===== config.mk =====
export PLATFORM = sky130hd
export DESIGN_NAME = rng_arbiter
export DESIGN_NICKNAME = d
export VERILOG_FILES = /design/src/rtl/rng_arbiter.sv
export SDC_FILE = /design/constraint.sdc
export NUM_CORES = 1
export LEC_CHECK = 0
export BUFFER_PORTS_ARGS = -buffer_cell sky130_fd_sc_hd__buf_2
export CORE_MARGIN = 1.5
export CORE_UTILIZATION = 49
export DETAILED_ROUTE_END_ITERATION = 10
export PLACE_DENSITY = 0.77
export RECOVER_POWER = 25
export SLEW_MARGIN = 25
export SYNTH_ARGS = -nofsm -noshare
export SYNTH_HDL_FRONTEND = slang
export SYNTH_SLANG_ARGS = --single-unit

===== constraint.sdc =====
create_clock -name clk -period 2.15 [get_ports clk]
set_input_delay 0.1075 -clock clk [delete_from_list [all_inputs] [get_ports clk]]
set_output_delay 0.1075 -clock clk [all_outputs]
set_load 0.02 [all_outputs]

===== src/rtl/rng_arbiter.sv =====
// Round-robin arbiter that serialises bounded random draws from one shared LFSR.
// Each grant runs STEPS generator-enable cycles, samples once, and retries on out-of-range values.
module rng_arbiter #(
    parameter int WIDTH     = 10,
    parameter int N_REQ     = 4,
    parameter int STEPS     = 4,
    parameter int MAX_TRIES = 8,
    parameter int IDLE_STIR = 1
) (
    input  logic                   clk,
    input  logic                   rst_n,
    input  logic [N_REQ-1:0]       req,
    input  logic [N_REQ*WIDTH-1:0] limit,
    output logic                   lfsr_en,
    input  logic [WIDTH-1:0]       lfsr_value,
    output logic [N_REQ-1:0]       gnt,
    output logic                   done,
    output logic [WIDTH-1:0]       data,
    output logic                   fallback,
    output logic [1:0]             dbg_state_o
);

    localparam int PTR_W = (N_REQ > 1) ? $clog2(N_REQ) : 1;

    // Handshake: req is a level sampled only in IDLE; the winner sees gnt from the
    // grant until its DONE cycle, and done pulses once there with data/fallback valid.
    typedef enum logic [1:0] {
        S_IDLE   = 2'd0,
        S_STEP   = 2'd1,
        S_SAMPLE = 2'd2,
        S_DONE   = 2'd3
    } state_e;

    state_e             state_q, state_d;
    logic [PTR_W-1:0]   ptr_q, ptr_d;
    logic [N_REQ-1:0]   gnt_q, gnt_d;
    logic [WIDTH-1:0]   limit_q, limit_d;
    logic [3:0]         step_q, step_d;
    logic [3:0]         try_q, try_d;
    logic [WIDTH-1:0]   data_q, data_d;
    logic               fallback_q, fallback_d;
    logic               done_q, done_d;
    logic               lfsr_en_q, lfsr_en_d;

    logic               found;
    logic [PTR_W-1:0]   win_idx;
    logic [WIDTH-1:0]   win_limit;
    logic               accept;
    logic [3:0]         try_inc;

    // First requester at or after the pointer, wrapping around.
    always_comb begin
        found     = 1'b0;
        win_idx   = '0;
        win_limit = '0;
        for (int i = 0; i < N_REQ; i++) begin
            if (!found && req[(int'(ptr_q) + i) % N_REQ]) begin
                found     = 1'b1;
                win_idx   = PTR_W'((int'(ptr_q) + i) % N_REQ);
                win_limit = limit[((int'(ptr_q) + i) % N_REQ) * WIDTH +: WIDTH];
            end
        end
    end

    assign accept  = (limit_q == '0) || (lfsr_value < limit_q);
    assign try_inc = try_q + 4'd1;

    always_comb begin
        state_d    = state_q;
        ptr_d      = ptr_q;
        gnt_d      = gnt_q;
        limit_d    = limit_q;
        step_d     = step_q;
        try_d      = try_q;
        data_d     = data_q;
        fallback_d = fallback_q;
        case (state_q)
            S_IDLE: begin
                gnt_d = '0;
                if (found) begin
                    state_d = S_STEP;
                    gnt_d   = N_REQ'(1) << win_idx;
                    limit_d = win_limit;
                    step_d  = '0;
                    try_d   = '0;
                    ptr_d   = (win_idx == PTR_W'(N_REQ - 1)) ? '0 : win_idx + PTR_W'(1);
                end
            end
            S_STEP: begin
                step_d = step_q + 4'd1;
                if (step_q == 4'(STEPS - 1)) begin
                    state_d = S_SAMPLE;
                    step_d  = '0;
                end
            end
            S_SAMPLE: begin
                if (accept) begin
                    data_d     = lfsr_value;
                    fallback_d = 1'b0;
                    state_d    = S_DONE;
                end else begin
                    try_d = try_inc;
                    if (try_inc == 4'(MAX_TRIES)) begin
                        data_d     = '0;
                        fallback_d = 1'b1;
                        state_d    = S_DONE;
                    end else begin
                        state_d = S_STEP;
                        step_d  = '0;
                    end
                end
            end
            S_DONE: begin
                state_d = S_IDLE;
                gnt_d   = '0;
            end
            default: state_d = S_IDLE;
        endcase
    end

    // Strobes are registered from the next state so reset drives them low cleanly.
    assign lfsr_en_d = (state_d == S_STEP) || ((state_d == S_IDLE) && (IDLE_STIR != 0));
    assign done_d    = (state_d == S_DONE);

    always_ff @(posedge clk or negedge rst_n) begin
        if (!rst_n) begin
            state_q    <= S_IDLE;
            ptr_q      <= '0;
            gnt_q      <= '0;
            limit_q    <= '0;
            step_q     <= '0;
            try_q      <= '0;
            data_q     <= '0;
            fallback_q <= 1'b0;
            done_q     <= 1'b0;
            lfsr_en_q  <= 1'b0;
        end else begin
            state_q    <= state_d;
            ptr_q      <= ptr_d;
            gnt_q      <= gnt_d;
            limit_q    <= limit_d;
            step_q     <= step_d;
            try_q      <= try_d;
            data_q     <= data_d;
            fallback_q <= fallback_d;
            done_q     <= done_d;
            lfsr_en_q  <= lfsr_en_d;
        end
    end

    assign lfsr_en     = lfsr_en_q;
    assign gnt         = gnt_q;
    assign done        = done_q;
    assign data        = data_q;
    assign fallback    = fallback_q;
    assign dbg_state_o = state_q;

endmodule

Yosys cells after proc, flatten, opt, wreduce, memory -nomap -nowiden
Index checks and enable logic that the tools add are counted.
{"block": "word_totals", "ff_bits": 39, "output_inout_bits": 19, "word_cells": 108}
{"block": "op_classes", "addsub": 6, "mul": 4, "magnitude_cmp": 5, "n_eq_ne": 11, "shift": 5, "n_mux": 42, "bitwise": 3, "reduce_logical": 22}
{"operator": "40-bit by 8-bit variable part select with 10-bit output", "count": 3}
{"operator": "10-bit two-way mux", "count": 6}
{"operator": "40-bit by 7-bit variable part select with 10-bit output", "count": 1}
{"operator": "4-bit two-way mux", "count": 6}
{"operator": "3-bit by 4-bit multiplier with 7-bit output, second input constant", "count": 3}
{"operator": "2-bit two-way mux", "count": 9}
{"operator": "4-bit case mux with 2 select lines", "count": 2}
{"operator": "1-bit two-way mux", "count": 13}
{"operator": "3-bit by 4-bit < comparator with 1-bit output, second input constant", "count": 3}
{"operator": "4-bit case mux with 3 select lines", "count": 1}
{"operator": "10-bit zero test", "count": 1}
{"operator": "10-bit < comparator", "count": 1}
{"operator": "4-bit by 1-bit adder with 4-bit output, second input constant", "count": 2}
{"operator": "1-bit binary-select mux with 2-bit select", "count": 4}
{"operator": "2-bit equality test, second input constant", "count": 4}
{"operator": "2-bit case mux with 4 select lines", "count": 1}
{"operator": "2-bit != test, second input constant", "count": 3}
{"operator": "2-bit nonzero test", "count": 3}
{"operator": "2-bit OR reduction", "count": 3}
{"operator": "2-bit by 3-bit multiplier with 5-bit output, second input constant", "count": 1}
{"operator": "2-bit by 1-bit adder with 2-bit output, second input constant", "count": 2}
{"operator": "2-bit adder, second input constant", "count": 2}
{"operator": "2-bit by 1-bit equality test with 1-bit output, second input constant", "count": 2}
{"operator": "4-bit by 2-bit equality test with 1-bit output, second input constant", "count": 1}
{"operator": "other kinds (12)", "count": 21}

Logic depth before layout (Yosys ltp)
Gate-level depths: netlist of the first run.
{"block": "depth", "depth_word": 18, "mapped_depth": 9, "ltp_nobuf": 8}

Worst setup path before layout of the first run
No wires, ideal clock.
{"block": "synth_timing", "kind": "reg-to-reg", "start": "register limit_q[7]", "end": "register step_q[0]", "setup_ns": 0.128, "arrival_time_ns": 1.938, "slack_ns": 0.085, "path_stages_with_launch": 9, "synth_period_minus_slack_ns": 2.065, "path_cell_list": "dfrtp_1 -> inv_1 -> ha_1 -> a211oi_1 -> nor2_1 -> or3_1 -> o21ai_2 -> a21oi_1 -> mux2_1"}
{"block": "synth_via", "elab_chain_len": 4, "word_cells_on_any_way": 5}
{"element": "start: declaration", "line": "37", "rtl": "logic [WIDTH-1:0] limit_q, limit_d;"}
{"element": "start signal: assignment", "line": "141", "rtl": "limit_q <= limit_d;"}
{"element": "10-bit < comparator / 10-bit zero test (equally long branches)", "line": "65", "rtl": "assign accept = (limit_q == '0) || (lfsr_value < limit_q);"}
{"element": "1-bit logical OR (*)", "line": "65"}
{"element": "2-bit != test (no line) (*)"}
{"element": "4-bit AND reduction (no line) (*)"}
{"element": "end signal: assignment", "line": "142", "rtl": "step_q <= step_d;"}
{"element": "end: declaration", "line": "38", "rtl": "logic [3:0] step_q, step_d;"}
Mark *: on every way between the ends. The rest lies on a longest branch, timed or not.
A chain may end at the register's enable or synchronous reset.

Worst setup path after layout of the first run
{"block": "layout_timing", "start": "register limit_q[8]", "end": "register try_q[2]"}
{"block": "layout_via", "elab_chain_len": 4, "word_cells_on_any_way": 5}
{"element": "10-bit < comparator / 10-bit zero test (equally long branches)", "line": "65"}
{"element": "1-bit logical OR (*)", "line": "65"}
{"element": "2-bit != test (no line) (*)"}
{"element": "3-bit AND reduction (no line) (*)"}
{"element": "end signal: assignment", "line": "143", "rtl": "try_q <= try_d;"}
{"element": "end: declaration", "line": "39", "rtl": "logic [3:0] try_q, try_d;"}
Marked as above.

==> results.tsv, run 1 <==
stage	metric	value	unit
synth	yosysTopAreaCellShare	0.3124	
placed_design	pre_cts_ws	-50.01	ps
critical_path	slowest_delay	460	ps
pwr	powerDensity	1271	mW/mm^2
clock_tree	cts.path.max_buffers	2	
global_routing	grt.total_usage	0.2395	
timing	grt_setup_unrepaired	yes	
global_routing	first_global_vias	2940	
critical_path	start_kind	flop	
finish	fin_nets	508	
global_routing	antenna_found_initial	0	
finish	n_antenna_cell	0	
timing	max_slew.worst_pin.slew	959.8	ps
timing	period_share	1.000	
critical_path	crit_chain	inv_2, ha_4, nand4_1, a211oi_2, or3_4, o21ai_4, buf_6, or4_1, nand3_1	
floorplan	dieArea	0.006864	sq mm
floorplan	fp.dieW	82.85	microns
synth	syn_avg_cell_area	9.082	sq um
critical_path	crit_required	2380	ps
floorplan	initial_core_util	0.5185	
clock_tree	worstSkewPairLatency	290	ps
timing	fmax	465.0	MHz
synth	synth_area_leaders	dfrtp_1 31%, ha_1 7.6%, a222oi_1 4.5%, nand2_1 3.8%, a22o_1 2.8%	
critical_path	worstSetupEndpointType	flop	
critical_path	cp_slowest_cell	or4_1	
finish	area_growth	24.31	%
synth	synth_fp_nets	419	
timing	hold_violations	0	
route	vias	3149	
pwr	p_leak	1.762	nW
clock_tree	cts_tree	yes	
global_routing	grt_max_degree	40	
critical_path	arrival	2380	ps
route	ant_nets	0	
route	drtIter0Drc	223	
synth	syn-cell-area	0.003124	sq mm
global_routing	grt_overflow	0	
pwr	peakVddDrop	0.6349	mV
run_status	outcome	finished with violations	
critical_path	path_buf_inv	2	
critical_path	crit_fanout	6	
critical_path	critPathTopFamily	simple AND/OR/NAND/NOR gates	
synth	ys_top_cells_by_count	39 x dfrtp_1, 32 x nand2_1, 22 x inv_1, 22 x nor2_1, 19 x ha_1	
placed_design	routabilityCongestion	0.8681	
synth	synth_edf_count	0	
floorplan	die_h	82.85	microns
timing	setup-violations-final	1	
placed_design	place_inst	497	
critical_path	crit_type	flop to flop	
finish	drive_gt1_frac	0.3111	
synth	yosys_warnings	0	
run_status	violations	setup timing	
route	wl_per_cell	16.99	microns
floorplan	core	0.006026	sq mm
floorplan	rows	28	
route	via_per_inst	6.187	
clock_tree	h-tree-depth	2	
placed_design	dp_hpwl	6327	microns
timing	drv_slew	0	
synth	ys_ff_latch	39	
timing	setup_slack	-0.6961	ps
clock_tree	cts_sinks	39	
synth	ys_seq_area_frac	0.3124	
synth	ys_types	69	
route	drc_errors	0	
timing	maxSlewHeadroom	0.3602	
placed_design	portBuffers	74	
synth	synthArstFlopShare	1.000	
hold_path	hold_path.class	primary input to flop	
synth	synth_cells	344	
timing	layout_min_cycle_time	2151	ps
route	routed_wl	8650	microns
clock_tree	cts-buffers-inserted	5	
global_routing	grt_pass1_wl	13940	microns
job	maxCapViolations	0	
route	first_pass_iters	7	
clock_tree	clkSlewWorstSetupHoldPaths	80	ps
synth	ys.flop_type	dfrtp_1	
synth	synth_most_common_cell	dfrtp_1	
synth	yosys.area.top_type	dfrtp_1	
clock_tree	clockRootBuffer	clkbuf_8	
timing	finalClockSkew	12.27	ps
finish	fin_cells	509	
floorplan	io_pins	75	
finish	finish.utilization	0.6445	
[where the power goes]
part / switching, W / internal (W) / total, W
Combinational: 0.00182 / 0.00139 / 0.00320
Clock: 0.000268 / 0.000227 / 0.000495
Sequential: 0.000215 / 0.00102 / 0.00124
[cells by family (layout without fill, tap and decap cells)]
kind of cell	Yosys count	count (layout)	share of synthesized area
buffers and inverters	42	132	0.07248
AOI/OAI and AO/OA	115	115	0.2939
and+or+nand+nor	116	116	0.1966
adders and majority gates	19	19	0.07609
muxes	13	13	0.04846
DFF	39	39	0.3124
[per-stage QoR]
stage,area (sq um),TNS [ps],power (W),hold slack [ps]
final,3884,-0.6961,0.004938,77.83
after global routing,3884,-243.6,0.005273,93.52
after CTS,3744,0,0.004677,59.71
after detailed placement,3625,-391.9,0.004137,274.1
after global placement,3625,0,0.004030,257.8
after floorplan,3124,0,0.003257,-188.1
[routing by layer]
metal	share of wire	wire, microns	up-vias	global-route usage
met3	0.063	545	17	0.03082
li1	-	-	1481	-
met4	0.012	103	0	0.05152
met5	0	0	-	0
met1	0.43	3754	1499	0.3245
met2	0.49	4247	152	0.4102
[state kept, by name (all words and copies together), names as in the netlist]
name and count:
gnt 4, lfsr_en 1, limit_q 10, done 1
data 10, fallback 1, try_q 4, step_q 4
ptr_q 2, dbg_state_o 2
[final cells by class]
type                            instances  area (sq um)
Clock buffer                            6         72.57
Clock inverter                          2         12.51
Fill cell                             523          2142
Inverter                               22         82.58
Multi-Input combinational cell        263          2078
Sequential cell                        39         977.2
Tap cell                               75         93.84
Timing Repair Buffer                  102         566.8
[timing repair]
item / CTS / global route
endpoints found under the setup margin: 14 / 32
hold buffers: 1 / 0
pin swaps: 1 / 6
endpoints found under the hold margin: 39 / 0
setup buffers: 0 / 3
resized for setup: 5 / 27
[placed cells by master (no fill, tap or decap), types with 5 or more instances in the layout]
cell | Yosys | final
clkbuf_8 | 0 | 5
nor2b_1 | 7 | 5
mux2i_1 | 5 | 5
buf_4 | 2 | 25
o21ai_1 | 8 | 8
a32oi_1 | 6 | 6
buf_2 | 7 | 54
inv_2 | 0 | 5
a21oi_1 | 14 | 12
a21boi_1 | 6 | 6
inv_1 | 22 | 17
nand2_1 | 32 | 31
o21ai_0 | 10 | 10
mux2_2 | 5 | 5
ha_1 | 19 | 14
clkbuf_1 | 4 | 20
dfrtp_1 | 39 | 38
a22o_1 | 10 | 10
nor2_1 | 22 | 21
a222oi_1 | 14 | 14
nor3_1 | 6 | 5
ha_4 | 0 | 5
nand3_1 | 17 | 17
[worst min-delay path: cells and delay by family]
family                 cells  cell delay [ps]
AOI/OAI and AO/OA          1               70
buffers and inverters      1               90
and+or+nand+nor            1               60
[final timing paths]
| check | start | end | slack (ps) | cells after the start |
|---|---|---|---|---|
| worst max-delay path | limit_q[8] | try_q[2] | -0.7 | 9 |
| worst min-delay path | lfsr_value[1] | data[1] | 80 | 3 |
| worst max register to register | limit_q[8] | try_q[2] | -0.7 | 9 |
| worst min register to register | gnt[0] | gnt[0] | 510 | 1 |
| max in group asynchronous | rst_n | ptr_q[0] | 1000 | 2 |
| min in group asynchronous | rst_n | step_q[1] | 490 | 2 |
(Power assumes the default switching activity.)
==> run 2, diff against run 1 <==
--- a/config.mk
+++ b/config.mk
@@ -6,6 +6,7 @@
 export NUM_CORES = 1
 export LEC_CHECK = 0
 export BUFFER_PORTS_ARGS = -buffer_cell sky130_fd_sc_hd__buf_2
+export CORE_ASPECT_RATIO = 0.8
 export CORE_MARGIN = 1.5
 export CORE_UTILIZATION = 49
 export DETAILED_ROUTE_END_ITERATION = 10
==> results.tsv, run 2 (synthesis gave the netlist of run 1 again) <==
stage	metric	value	unit	change
run_status	outcome	complete, no violations		was finished with violations
finish	fin_nets	508		unchanged
critical_path	crit_chain	inv_1, ha_1, a211oi_1, nor2_1, or3_4, o21ai_2, a21oi_2, mux2_1		was inv_2, ha_4, nand4_1, a211oi_2, or3_4, o21ai_4, buf_6, or4_1, nand3_1
critical_path	path_buf_inv	1		was 2
route	drtIter0Drc	378		was 223
route	vias	3152		was 3,149
critical_path	arrival	2330	ps	was 2380 ps
hold_path	hp-start	lfsr_value[2]		was lfsr_value[1]
global_routing	grt.total_usage	0.2465		was 0.2395
critical_path	crit_type	flop to flop		unchanged
clock_tree	cts_setup_buffers	0		unchanged
pwr	report.power.total	0.004885	W	was 0.004938 W
finish	area_growth	22.71	%	was 24.31%
critical_path	ff2ff_setup_slack	6	ps	was -0.7 ps
pwr	p_leak	1.779	nW	was 1.762 nW
critical_path	crit_fanout	3		was 6
global_routing	grt_pass1_wl	13550	microns	was 13,940 microns
placed_design	routabilityCongestion	0.8847		was 0.8681
timing	drv_slew	0		unchanged
timing	grt_setup_unrepaired	yes		unchanged
global_routing	antenna_found_initial	0		unchanged
route	routed_wl	8411	microns	was 8650 microns
critical_path	cp_slowest_cell	or3_4		was or4_1
timing	hold_violations	0		unchanged
placed_design	place_inst	506		was 497
finish	fin_cells	515		was 509
floorplan	core	0.006037	sq mm	was 0.006026 sq mm
clock_tree	cts-buffers-inserted	5		unchanged
hold_path	whs_path_depth	2		was 3
critical_path	crit_required	2340	ps	was 2380 ps
timing	max_slew.worst_pin.slew	991.4	ps	was 959.8 ps
critical_path	critPathTopFamily	compound AO/OA/AOI/OAI gates		was simple AND/OR/NAND/NOR gates
hold_path	min_to	data[2]		was data[1]
critical_path	start_kind	flop		unchanged
critical_path	reg2reg_to	step_q[0]		was try_q[2]
floorplan	fp.dieW	92.28	microns	was 82.85 microns
floorplan	rows	25		was 28
route	via_per_inst	6.120		was 6.187
timing	layout_min_cycle_time	2144	ps	was 2151 ps
floorplan	dieArea	0.006867	sq mm	was 0.006864 sq mm
placed_design	dp_hpwl	6205	microns	was 6327 microns
timing	setup-violations-final	0		was 1
pwr	peakVddDrop	0.5564	mV	was 0.6349 mV
placed_design	portBuffers	74		unchanged
clock_tree	clockRootBuffer	clkbuf_8		unchanged
finish	drive_gt1_frac	0.2788		was 0.3111
floorplan	die_h	74.42	microns	was 82.85 microns
finish	final_cell_mix	54 x buf_2, 38 x dfrtp_1, 31 x nand2_1, 25 x buf_4		was 54 x buf_2, 38 x dfrtp_1, 31 x nand2_1, 25 x buf_4, 21 x nor2_1
critical_path	slowest_delay	380	ps	was 460 ps
timing	maxSlewHeadroom	0.3391		was 0.3602
clock_tree	h-tree-depth	2		unchanged
floorplan	io_pins	75		unchanged
global_routing	first_global_vias	2924		was 2,940
route	ant_nets	0		unchanged
finish	final_common_cell	buf_2		unchanged
hold_path	hold_path.class	primary input to flop		unchanged
route	drc_errors	0		unchanged
timing	finalClockSkew	6.012	ps	was 12.27 ps
finish	layout.filler_cells	529		was 523
clock_tree	cts_sinks	39		unchanged
pwr	powerDensity	1274	mW/mm^2	was 1271 mW/mm^2
global_routing	grt_max_degree	40		unchanged
finish	n_antenna_cell	0		unchanged
floorplan	initial_core_util	0.5175		was 0.5185
timing	period_share	0.9974		was 1.000
route	wl_per_cell	16.33	microns	was 16.99 microns
route	first_pass_iters	8		was 7
clock_tree	worstSkewPairLatency	300	ps	was 290 ps
critical_path	ff2ff_path_depth	8		was 9
clock_tree	cts_tree	yes		unchanged
timing	fmax	466.3	MHz	was 465.0 MHz
critical_path	rr_startpoint	limit_q[7]		was limit_q[8]
global_routing	grt_overflow	0		unchanged
job	maxCapViolations	0		unchanged
clock_tree	clkSlewWorstSetupHoldPaths	80	ps	about the same
critical_path	worstSetupEndpointType	flop		unchanged
clock_tree	cts.path.max_buffers	2		unchanged
==> run 2: cell types whose count changed in the layout (fill, tap and decap cells not counted), moves of 4 or more <==
| cell | delta |
|---|---|
| inv_2 | -5 |
| ha_1 | +4 |
| inv_1 | +5 |
| ha_4 | -4 |
==> run 2: cell type report <==
cell class / instances / area (sq um) / area share
multi-input combinational: 263 / 1971 / 0.5140
clock inverter: 2 / 35.03 / 0.009138
tap: 81 / 101.3 / 0.02644
timing repair buffer: 102 / 584.3 / 0.1524
clock buffer: 6 / 82.58 / 0.02154
sequential: 39 / 977.2 / 0.2549
inverter: 22 / 82.58 / 0.02154
==> run 2: per-layer routing <==
metal,vias up,track usage,share of wire
li1,1500,-,-
met1,1509,0.3333,0.46
met2,135,0.4230,0.46
met3,8,0.04294,0.072
met4,0,0.04615,0.0084
met5,-,0,0
==> run 2: worst max path at each step <==
stage                    start         to  cells after the start
floorplan           limit_q[7]  step_q[0]                      8
global placement    limit_q[7]  step_q[0]                      8
detailed placement  limit_q[7]  step_q[0]                      8
CTS                 limit_q[7]  step_q[0]                      8
global route        limit_q[7]  step_q[0]                      8
finish              limit_q[7]  step_q[0]                      8
==> run 2: timing repair <==
action,in CTS,in global routing
hold buffers,1,0
resized for setup,0,10
hold endpoints to repair,39,0
endpoints found under the setup margin,0,30
==> run 2: where the power goes <==
group	total (W)	leakage, nW	internal, W	switching (W)
Clock	0.000645	0.0612	0.000376	0.000269
Sequential	0.00122	0.477	0.00103	0.000192
Combinational	0.00302	1.24	0.00130	0.00173
==> run 2: stage by stage <==
stage / setup WS [ps] / area, sq um / TNS (ps) / util / hold WS, ps
6_report: 5.551 / 3834 / 0 / 0.6350 / 62.33
5_1_grt: -83.15 / 3834 / -828.1 / 0.6350 / 66.22
4_1_cts: 12.88 / 3807 / 0 / 0.6307 / 55.90
3_5_place_dp: 26.44 / 3680 / 0 / 0.6095 / 273.0
3_3_place_gp: 74.15 / 3680 / 0 / 0.6095 / 261.2
2_1_floorplan: 84.81 / 3124 / 0 / - / -188.1
